## config.mk

```make
export PLATFORM = sky130hd
export DESIGN_NAME = light_input_conditioner_flat
export DESIGN_NICKNAME = d
export VERILOG_FILES = /design/src/rtl/light_ctrl_pkg.sv /design/src/rtl/light_input_conditioner_if.sv /design/src/rtl/switch_debounce.sv /design/src/rtl/light_input_conditioner.sv /design/src/flat_wrapper.sv
export SDC_FILE = /design/constraint.sdc
export NUM_CORES = 1
export LEC_CHECK = 0
export ABC_AREA = 1
export CAP_MARGIN = 0
export CORE_MARGIN = 2
export CORE_UTILIZATION = 50
export CTS_CLUSTER_SIZE = 40
export DETAILED_ROUTE_END_ITERATION = 8
export GPL_ROUTABILITY_DRIVEN = 1
export PLACE_DENSITY = 0.8
export SLEW_MARGIN = 30
export SYNTH_ARGS = -nofsm -noshare
export SYNTH_HDL_FRONTEND = slang
export SYNTH_SLANG_ARGS = --single-unit
```

## constraint.sdc

```tcl
create_clock -name clk -period 1.5 [get_ports clk]
set_input_delay 0.3 -clock clk [delete_from_list [all_inputs] [get_ports clk]]
set_output_delay 0.3 -clock clk [all_outputs]
set_load 0.03 [all_outputs]
```

## src/rtl/light_ctrl_pkg.sv

```systemverilog
// Shared encodings and helpers for the light input conditioner.
// Exterior select codes, counter sizing and select priority.
package light_ctrl_pkg;

    localparam logic [1:0] EXT_OFF    = 2'b00;
    localparam logic [1:0] EXT_RIGHT  = 2'b01;
    localparam logic [1:0] EXT_LEFT   = 2'b10;
    localparam logic [1:0] EXT_HAZARD = 2'b11;

    // Bits needed for a counter running 0 .. n-1
    function automatic int cnt_width(input int n);
        return (n <= 2) ? 1 : $clog2(n);
    endfunction

    // Hazard wins; a single stalk selects its side; both or none is off
    function automatic logic [1:0] ext_code(
        input logic hazard_on,
        input logic left,
        input logic right
    );
        logic [1:0] code;
        code = EXT_OFF;
        priority case (1'b1)
            hazard_on:       code = EXT_HAZARD;
            (left & ~right): code = EXT_LEFT;
            (right & ~left): code = EXT_RIGHT;
            default:         code = EXT_OFF;
        endcase
        return code;
    endfunction

endpackage

```

## src/rtl/light_input_conditioner_if.sv

```systemverilog
// Switch inputs and conditioned outputs of the light input conditioner.
// master drives the raw switches, slave is the conditioner itself.
interface light_input_conditioner_if;

    logic [3:0] raw_door;
    logic       raw_key;
    logic       stalk_left;
    logic       stalk_right;
    logic       hazard_btn;
    logic [3:0] door;
    logic       key_req;
    logic [1:0] select_ext;
    logic       blink;

    modport master (
        output raw_door, raw_key, stalk_left, stalk_right, hazard_btn,
        input  door, key_req, select_ext, blink
    );

    modport slave (
        input  raw_door, raw_key, stalk_left, stalk_right, hazard_btn,
        output door, key_req, select_ext, blink
    );

endinterface

```

## src/rtl/switch_debounce.sv

```systemverilog
// Two-flop synchroniser followed by a counting debouncer.
// The stable value flips only after DEBOUNCE_CYCLES differing samples.
module switch_debounce
    import light_ctrl_pkg::*;
#(
    parameter int DEBOUNCE_CYCLES = 16
) (
    input  logic clk,
    input  logic rst_n,
    input  logic raw,
    output logic stable
);

    localparam int CW = cnt_width(DEBOUNCE_CYCLES);
    localparam logic [CW-1:0] LAST = CW'(DEBOUNCE_CYCLES - 1);

    logic [1:0]    sync;
    logic [CW-1:0] cnt;

    // Bring the asynchronous switch into the clock domain
    always_ff @(posedge clk or negedge rst_n) begin
        if (!rst_n) begin
            sync <= '0;
        end else begin
            sync <= {sync[0], raw};
        end
    end

    // Count consecutive disagreeing samples; accept the new level on the last one
    always_ff @(posedge clk or negedge rst_n) begin
        if (!rst_n) begin
            stable <= 1'b0;
            cnt    <= '0;
        end else if (sync[1] == stable) begin
            cnt <= '0;
        end else if (cnt == LAST) begin
            stable <= sync[1];
            cnt    <= '0;
        end else begin
            cnt <= cnt + 1'b1;
        end
    end

endmodule

```

## src/rtl/light_input_conditioner.sv

```systemverilog
// Front end of the car light controller: debounce, hazard latch, blink, courtesy.
// LIGHT_COURTESY_EN builds the interior courtesy hold into key_req.
module light_input_conditioner
    import light_ctrl_pkg::*;
#(
    parameter int DEBOUNCE_CYCLES   = 16,
    parameter int BLINK_HALF_PERIOD = 8,
    parameter int COURTESY_CYCLES   = 64
) (
    input logic                       clk,
    input logic                       rst_n,
    light_input_conditioner_if.slave  bus
);

    if (DEBOUNCE_CYCLES < 2 || BLINK_HALF_PERIOD < 1 ||
        COURTESY_CYCLES < 1) begin : g_bad_cfg
        $error("light_input_conditioner: parameter out of range");
    end

    localparam int BW = cnt_width(BLINK_HALF_PERIOD);
    localparam logic [BW-1:0] BLINK_LAST = BW'(BLINK_HALF_PERIOD - 1);

    // bit map: door[3:0], key 4, left 5, right 6, hazard 7
    logic [7:0]    raw;
    logic [7:0]    deb;
    logic          haz_q;
    logic          hazard_on;
    logic          hazard_on_next;
    logic [1:0]    sel;
    logic [1:0]    sel_next;
    logic [BW-1:0] bcnt;
    logic          blink;

    assign raw = {bus.hazard_btn, bus.stalk_right, bus.stalk_left,
                  bus.raw_key, bus.raw_door};

    for (genvar i = 0; i < 8; i++) begin : g_sw
        switch_debounce #(
            .DEBOUNCE_CYCLES(DEBOUNCE_CYCLES)
        ) u_sw (
            .clk    (clk),
            .rst_n  (rst_n),
            .raw    (raw[i]),
            .stable (deb[i])
        );
    end

    // Toggle hazard on each debounced press; holding does not retrigger
    always_ff @(posedge clk or negedge rst_n) begin
        if (!rst_n) begin
            haz_q     <= 1'b0;
            hazard_on <= 1'b0;
        end else begin
            haz_q     <= deb[7];
            hazard_on <= hazard_on_next;
        end
    end

    // Priority is resolved on the already-toggled hazard state
    assign hazard_on_next = hazard_on ^ (deb[7] & ~haz_q);
    assign sel_next = ext_code(hazard_on_next, deb[5], deb[6]);

    // Select register and blink phase; a fresh activation starts lit
    always_ff @(posedge clk or negedge rst_n) begin
        if (!rst_n) begin
            sel   <= EXT_OFF;
            bcnt  <= '0;
            blink <= 1'b0;
        end else begin
            sel <= sel_next;
            if (sel_next == EXT_OFF) begin
                bcnt  <= '0;
                blink <= 1'b0;
            end else if (sel == EXT_OFF) begin
                bcnt  <= '0;
                blink <= 1'b1;
            end else if (bcnt == BLINK_LAST) begin
                bcnt  <= '0;
                blink <= ~blink;
            end else begin
                bcnt <= bcnt + 1'b1;
            end
        end
    end

    assign bus.door       = deb[3:0];
    assign bus.select_ext = sel;
    assign bus.blink      = blink;

`ifdef LIGHT_COURTESY_EN
    localparam int TW = cnt_width(COURTESY_CYCLES);
    // the closing cycle itself is the first hold cycle, so load one less
    localparam logic [TW-1:0] HOLD_LOAD = TW'(COURTESY_CYCLES - 1);

    logic          door_or;
    logic          door_or_q;
    logic          hold;
    logic [TW-1:0] timer;

    assign door_or = |deb[3:0];

    // Courtesy timer: reload on last close, clear on any reopen
    always_ff @(posedge clk or negedge rst_n) begin
        if (!rst_n) begin
            door_or_q <= 1'b0;
            timer     <= '0;
        end else begin
            door_or_q <= door_or;
            if (door_or) begin
                timer <= '0;
            end else if (door_or_q) begin
                timer <= HOLD_LOAD;
            end else if (timer != '0) begin
                timer <= timer - 1'b1;
            end
        end
    end

    assign hold        = ~door_or & (door_or_q | (timer != '0));
    assign bus.key_req = deb[4] | hold;
`else
    assign bus.key_req = deb[4];
`endif

endmodule

```

## src/flat_wrapper.sv

```systemverilog
// flat-port wrapper written by rule: the top's interface ports become plain ports
module light_input_conditioner_flat import light_ctrl_pkg::*;
#(
    parameter int DEBOUNCE_CYCLES   = 16,
    parameter int BLINK_HALF_PERIOD = 8,
    parameter int COURTESY_CYCLES   = 64
)
  (clk, rst_n, bus_raw_door, bus_raw_key, bus_stalk_left, bus_stalk_right, bus_hazard_btn, bus_door, bus_key_req, bus_select_ext, bus_blink);
  light_input_conditioner_if bus_i ();
  input logic clk;
  input logic rst_n;
  input wire logic [$bits(bus_i.raw_door)-1:0] bus_raw_door;
  input wire logic [$bits(bus_i.raw_key)-1:0] bus_raw_key;
  input wire logic [$bits(bus_i.stalk_left)-1:0] bus_stalk_left;
  input wire logic [$bits(bus_i.stalk_right)-1:0] bus_stalk_right;
  input wire logic [$bits(bus_i.hazard_btn)-1:0] bus_hazard_btn;
  output wire logic [$bits(bus_i.door)-1:0] bus_door;
  output wire logic [$bits(bus_i.key_req)-1:0] bus_key_req;
  output wire logic [$bits(bus_i.select_ext)-1:0] bus_select_ext;
  output wire logic [$bits(bus_i.blink)-1:0] bus_blink;
  assign bus_i.raw_door = bus_raw_door;
  assign bus_i.raw_key = bus_raw_key;
  assign bus_i.stalk_left = bus_stalk_left;
  assign bus_i.stalk_right = bus_stalk_right;
  assign bus_i.hazard_btn = bus_hazard_btn;
  assign bus_door = bus_i.door;
  assign bus_key_req = bus_i.key_req;
  assign bus_select_ext = bus_i.select_ext;
  assign bus_blink = bus_i.blink;
  light_input_conditioner #(.DEBOUNCE_CYCLES(DEBOUNCE_CYCLES), .BLINK_HALF_PERIOD(BLINK_HALF_PERIOD), .COURTESY_CYCLES(COURTESY_CYCLES)) u_core (.clk(clk), .rst_n(rst_n), .bus(bus_i));
endmodule
```

==> run metrics, run 1 <==
worst stage delay on the critical path=roughly 0.41 ns; Final Cycle Share=94.7%; Setup TNS Final=0 ns; Fmax=approximately 0.70 GHz; Synth Cell Area=2460 µm²; Slew @ Worst Pin=0.512 ns; initial antenna violation count=0; die area=5500 µm²; hold_sp=u_core.g_sw[2].u_sw.sync[0]; R2R cell count=6; Clock Tree Root=clkbuf_8; Final nets=266; Clock transition at path regs=0.06 ns; synthesized flop and latch total=64; RSZ-0062 raised after global routing=no; part of the Yosys area used for sequential elements=about two thirds; Layout area overhead=17.6%; sequential share of power=52.7%; WL/cell=roughly 10 µm; pwr/cell area=1210 nW/µm²; commonest non-fill, non-tap cell in the layout=dfrtp_1; outcome=complete, no violations; GRT overflow=0; ANT nets after route=0; Vias=1453; Max-Cap Viols=0; Arrival @ worst endpoint=between 1 and 1.5 ns; largest net degree at the start of global routing=44; Hold EP=u_core.g_sw[2].u_sw.sync[1]; static leakage=approximately 1.5 nW; Slew HR=roughly 66%; worst-path fanout max=3; die span in x=~74 µm; Final HPWL DP=2.31 mm; CP required=~1.2 ns; reg2reg end=u_core.bus.blink; Clock power frac=41.9%; # DRC=0; Logic pwr share=5.4%; GRT Total Usage=between 10% and 20%; switch share=21.7%; syn nets=239; NetSw=763 µW; first-pass GRT wire length=5.71 mm; share of cells above drive strength 1=between 7 and 8%; # Post-CTS Setup Buffers=0; Die Ht=74.2 µm; Post-Syn Instances=219; Iteration-0 DRC Markers=72; Internal=2.75 mW; vias in the first global route=1393; H-tree lvl count=3; mean cell area of the mapped netlist=around 11 µm²; n_diodes=0; fillers=397; Total Power=around 3.5 mW; Max clock buf depth=2; RePlAce Congestion=0.720; io pins=18; Worst Setup End Kind=primary output; dpl cell area=2700 µm²; TritonCTS Buffers=9; reg2reg setup slack=0.29 ns; Clock Sinks=64; setup violators final=0; reg-to-reg startpoint=u_core.bcnt[0]; input/output buffers=17; core area=4720 µm²; starting density of the core=52.2%; crit path launch type=flip-flop; Worst-Skew Late Latency=approximately 0.34 ns; final wirelength=3.31 mm; endpoints failing hold=0; crit path cell chain=dlygate4sd2_1; delay-heaviest family, CP=buffers and inverters; Pre-Repair DR Iteration Count=4; Vias/cell=roughly 4.6; Max VDD drop=0.581 mV; crit path kind=reg2out; Pins Over Slew Limit=0; CP bufs+invs=1; YS warnings=0; most frequent cells in the layout=dfrtp_1, nor2_1, inv_1; Tightest Hold Check Type=reg2reg; Cell variety after synth=16; Crit-path slowest cell=dlygate4sd2_1; fin crit period=approximately 1.4 ns; std cell rows=25; Setup Skew=0.00600 ns; hold depth=0; Final Cell Area=slightly below 3000 µm²; CTS tree=yes
repair_timing:
action | in CTS | in global routing
setup endpoints to repair | 8 | 0
hold buffers | 1 | 0
hold endpoints to repair | 21 | 0
gates resized for setup | 8 | 0
cells by family (layout without fill, tap and decap cells):
| kind of cell | Yosys count | after routing | synth area share (%) |
|---|---|---|---|
| flip-flops | 64 | 64 | 65.0 |
| AND/OR/NAND/NOR | 92 | 92 | 16.4 |
| buffers and inverters | 24 | 56 | 4.27 |
| AO/OA/AOI/OAI | 7 | 7 | 1.42 |
| adder cells (fa/ha/maj) | 10 | 10 | 5.08 |
| XOR/XNOR | 22 | 22 | 7.82 |
cell type report:
cell class | count | area (µm²) | share of cell area (%)
sequential | 64 | 1600 | 55.3
multi-input combinational | 131 | 757 | 26.1
timing repair buffer | 20 | 180 | 6.22
clock buffer | 14 | 163 | 5.61
tap | 67 | 83.8 | 2.89
inverter | 20 | 75.1 | 2.59
clock inverter | 2 | 37.5 | 1.30
worst max path at each step:
stage	start	end	slack, ns	depth (start not counted)
2_1_floorplan	u_core.bcnt[0]	u_core.bus.blink	0.38	6
3_3_place_gp	u_core.g_sw[4].u_sw.stable	bus_key_req	0.16	1
3_5_place_dp	u_core.g_sw[1].u_sw.stable	bus_door[1]	0.16	1
4_1_cts	u_core.g_sw[4].u_sw.stable	bus_key_req	0.06	1
5_1_grt	u_core.g_sw[0].u_sw.stable	bus_door[0]	0.01	1
6_report	u_core.g_sw[2].u_sw.stable	bus_door[2]	0.08	1
sequential cells by signal (all words and copies together), names as in the netlist:
name / cells
u_core.bus.blink: 1
u_core.bus.select_ext: 2
u_core.bcnt: 3
u_core.g_sw.u_sw.sync: 16
u_core.hazard_on: 1
u_core.g_sw.u_sw.stable: 8
u_core.haz_q: 1
u_core.g_sw.u_sw.cnt: 32
power by group through the flow:
stage / Combinational (mW) / Sequential [mW] / Clock (mW)
finish: 0.191 / 1.85 / 1.47
detailed placement: 0.195 / 1.88 / 0
global route: 0.227 / 1.86 / 1.61
CTS: 0.197 / 1.85 / 1.51
global placement: 0.190 / 1.88 / 0
floorplan: 0.109 / 1.88 / 0
through the flow:
step	util, %	hold slack [ns]	cells	setup WS (ns)
6_report	61.4	0.348	318	0.0790
5_1_grt	61.4	0.357	318	0.0127
4_1_cts	61.4	0.352	318	0.0574
3_5_place_dp	57.1	0.299	301	0.158
3_3_place_gp	57.1	0.299	301	0.163
2_1_floorplan	-	0.00441	219	0.383
worst reg2reg max path, delay by kind of cell (launching register included):
family	cells	cell delay, ns
buffers and inverters	1	0.08
DFF	1	0.39
AOI/OAI and AO/OA	1	0.07
and+or+nand+nor	2	0.14
adders and majority gates	2	0.42
Yosys cell counts, drive strengths merged:
cell type / instances / area share (%)
dfrtp: 64 / 65
nor2: 42 / 6.5
inv: 20 / 3.0
nand2: 19 / 2.9
nand3: 19 / 4.1
xnor2: 14 / 5.0
ha: 10 / 5.1
nand2b: 8 / 2.0
xor2: 8 / 2.8
o21ai: 6 / 1.2
buf: 4 / 1.2
nor3: 2 / 0.41
or2: 2 / 0.51
a21oi: 1 / 0.20
layer usage:
metal | GRT usage, % | share of wire [%]
met1 | 16.0 | 47
met5 | 0 | 0
met4 | 5.45 | 1.2
met3 | 8.27 | 5.8
met2 | 23.1 | 46
Note: power is estimated with default switching activity, not from simulation.
==> inputs of run 2 (changes only) <==
REMOVE_ABC_BUFFERS = 1   (was not set)
clock period = 1.54 ns   (was 1.5 ns; I/O delays follow)
==> run metrics, run 2 (same netlist as run 1, synthesis figures left out) <==
CP bufs+invs=1 (unchanged); Max-Cap Viols=0 (unchanged); Setup Skew=0.00690 ns (+0.000907 ns); crit path cell chain=dlygate4sd2_1; top sig layer=met4; Arrival @ worst endpoint=1.11 ns (about the same); Pins Over Slew Limit=0 (unchanged); Clock transition at path regs=0.06 ns (about the same); endpoints failing hold=0 (unchanged); Clock Tree Root=clkbuf_8; Vias/cell=4.50 (-1.6%); pwr/cell area=1140 nW/µm² (-6.4%); fin crit period=1.42 ns; io pins=18 (unchanged); met3 wire length=121 µm (-37%); WL/cell=10.2 µm (-2.3%); Slew @ Worst Pin=0.317 ns (-0.195 ns); Final HPWL DP=2.23 mm (-3.2%); worst-path fanout max=3 (unchanged); CTS tree=yes; setup violators final=0 (unchanged); delay-heaviest family, CP=buffers and inverters; # Post-CTS Setup Buffers=0 (unchanged); Die Ht=74.2 µm (unchanged); std cell rows=25 (unchanged); Fmax=0.706 GHz; RSZ-0062 raised after global routing=no; Worst Setup End Kind=primary output; TritonCTS Buffers=9 (unchanged); Clock Sinks=64 (unchanged); Stages on worst setup path=1 (unchanged); crit path kind=reg2out; RePlAce Congestion=0.770 (+7.0%); Pre-Repair DR Iteration Count=4 (unchanged); H-tree lvl count=3 (unchanged); Met2 Routed Length=1.56 mm (+1.7%); initial antenna violation count=0 (unchanged); largest net degree at the start of global routing=65 (+48%); Biggest register=u_core.g_sw.u_sw.cnt; Final Cell Area=2890 µm² (-0.39%); CP required=1.23 ns (+0.03 ns); starting density of the core=52.2% (unchanged); Final nets=265 (-0.38%); n_diodes=0 (unchanged); Iteration-0 DRC Markers=77 (+6.9%); Register Area=1600 µm² (unchanged); R2R cell count=6 (unchanged); core area=4720 µm² (unchanged); crit path launch type=flip-flop; most frequent cells in the layout=dfrtp_1, nor2_1, inv_1; area of the multi-input gates=757 µm² (unchanged); Worst-Skew Late Latency=0.32 ns (-0.02 ns); Met1 Wirelength=1.48 mm (-4.0%); outcome=complete, no violations; Final Cycle Share=91.9%; die span in x=74.2 µm (unchanged); static leakage=1.45 nW (+0.14%); Vias=1425 (-1.9%); fillers=374 (-5.8%); Crit-path slowest cell=dlygate4sd2_1; Max VDD drop=0.818 mV (+41%); dpl cell area=2700 µm² (+0.19%); Setup TNS Final=0 ns (unchanged); max reg flops=32 (unchanged); Layout area overhead=17.2%; Tightest Hold Check Type=reg2reg; share of cells above drive strength 1=7.60% (+0.43 points); die area=5500 µm² (unchanged); Slew HR=78.9% (+13 points); # DRC=0 (unchanged); final wirelength=3.22 mm (-2.6%); Largest regs=u_core.g_sw.u_sw.cnt (32), u_core.g_sw.u_sw.sync (16), u_core.g_sw.u_sw.stable (8); input/output buffers=17 (unchanged); worst stage delay on the critical path=0.41 ns (about the same); GRT Total Usage=14.5% (+0.12 points); final cell count without fillers=317 (-0.31%); first-pass GRT wire length=5.90 mm (+3.4%); Max clock buf depth=2 (unchanged); vias in the first global route=1445 (+3.7%); ANT nets after route=0 (unchanged); commonest non-fill, non-tap cell in the layout=dfrtp_1; hold depth=0 (unchanged); GRT overflow=0 (unchanged); dpl cells=300 (-0.33%)
-- run 2: changes by cell type in the layout (fill, tap and decap cells not counted) --
cell,change
buf_12,+1
buf_4,-2
bufinv_16,-1
clkbuf_1,-2
clkbuf_8,+1
clkinv_2,+3
clkinvlp_4,-1
-- run 2: stage by stage --
| stage | util, % | setup WS, ns | power (mW) | hold slack, ns |
|---|---|---|---|---|
| detailed placement | 57.2 | 0.188 | 2.03 | 0.336 |
| global placement | 57.2 | 0.207 | 2.02 | 0.332 |
| floorplan | - | 0.423 | 1.94 | 0.0124 |
| global route | 61.1 | 0.0567 | 3.45 | 0.355 |
| CTS | 61.1 | 0.0996 | 3.33 | 0.350 |
| finish | 61.1 | 0.124 | 3.28 | 0.348 |
-- run 2: metal layers --
layer  global-route usage [%]  vias up
met2                     23.0       19
li1                         -      737
met1                     17.4      663
met3                     5.28        6
met4                     7.88        0
met5                        0        -
-- run 2: report_power, final --
group	switching, mW	internal [mW]
Combinational	0.100	0.0877
Sequential	0.0478	1.76
Clock	0.576	0.708
Total	0.725	2.55
-- run 2: cell type report --
cell class	instances	area share, %
repair buffers	19	6.42
inverters	20	2.60
clock buffers	13	5.85
clock inverters	3	0.520
well taps	67	2.90
multi-input cells	131	26.2
flip-flops and latches	64	55.5
-- run 2: final timing paths --
check	start	to	slack [ns]
worst max register to register	u_core.bcnt[0]	u_core.bus.blink	0.35
max in group asynchronous	rst_n	u_core.bcnt[1]	0.75
worst max-delay path	u_core.g_sw[0].u_sw.stable	bus_door[0]	0.12
min in group asynchronous	rst_n	u_core.g_sw[4].u_sw.sync[1]	0.53
worst min register to register	u_core.g_sw[1].u_sw.sync[0]	u_core.g_sw[1].u_sw.sync[1]	0.35
worst min-delay path	u_core.g_sw[1].u_sw.sync[0]	u_core.g_sw[1].u_sw.sync[1]	0.35
-- run 2: repair_timing --
| item | 4_1_cts | 5_1_grt |
|---|---|---|
| setup endpoints to repair | 8 | 0 |
| gates resized for setup | 8 | 0 |
| endpoints found under the hold margin | 64 | 0 |
| hold buffers | 1 | 0 |
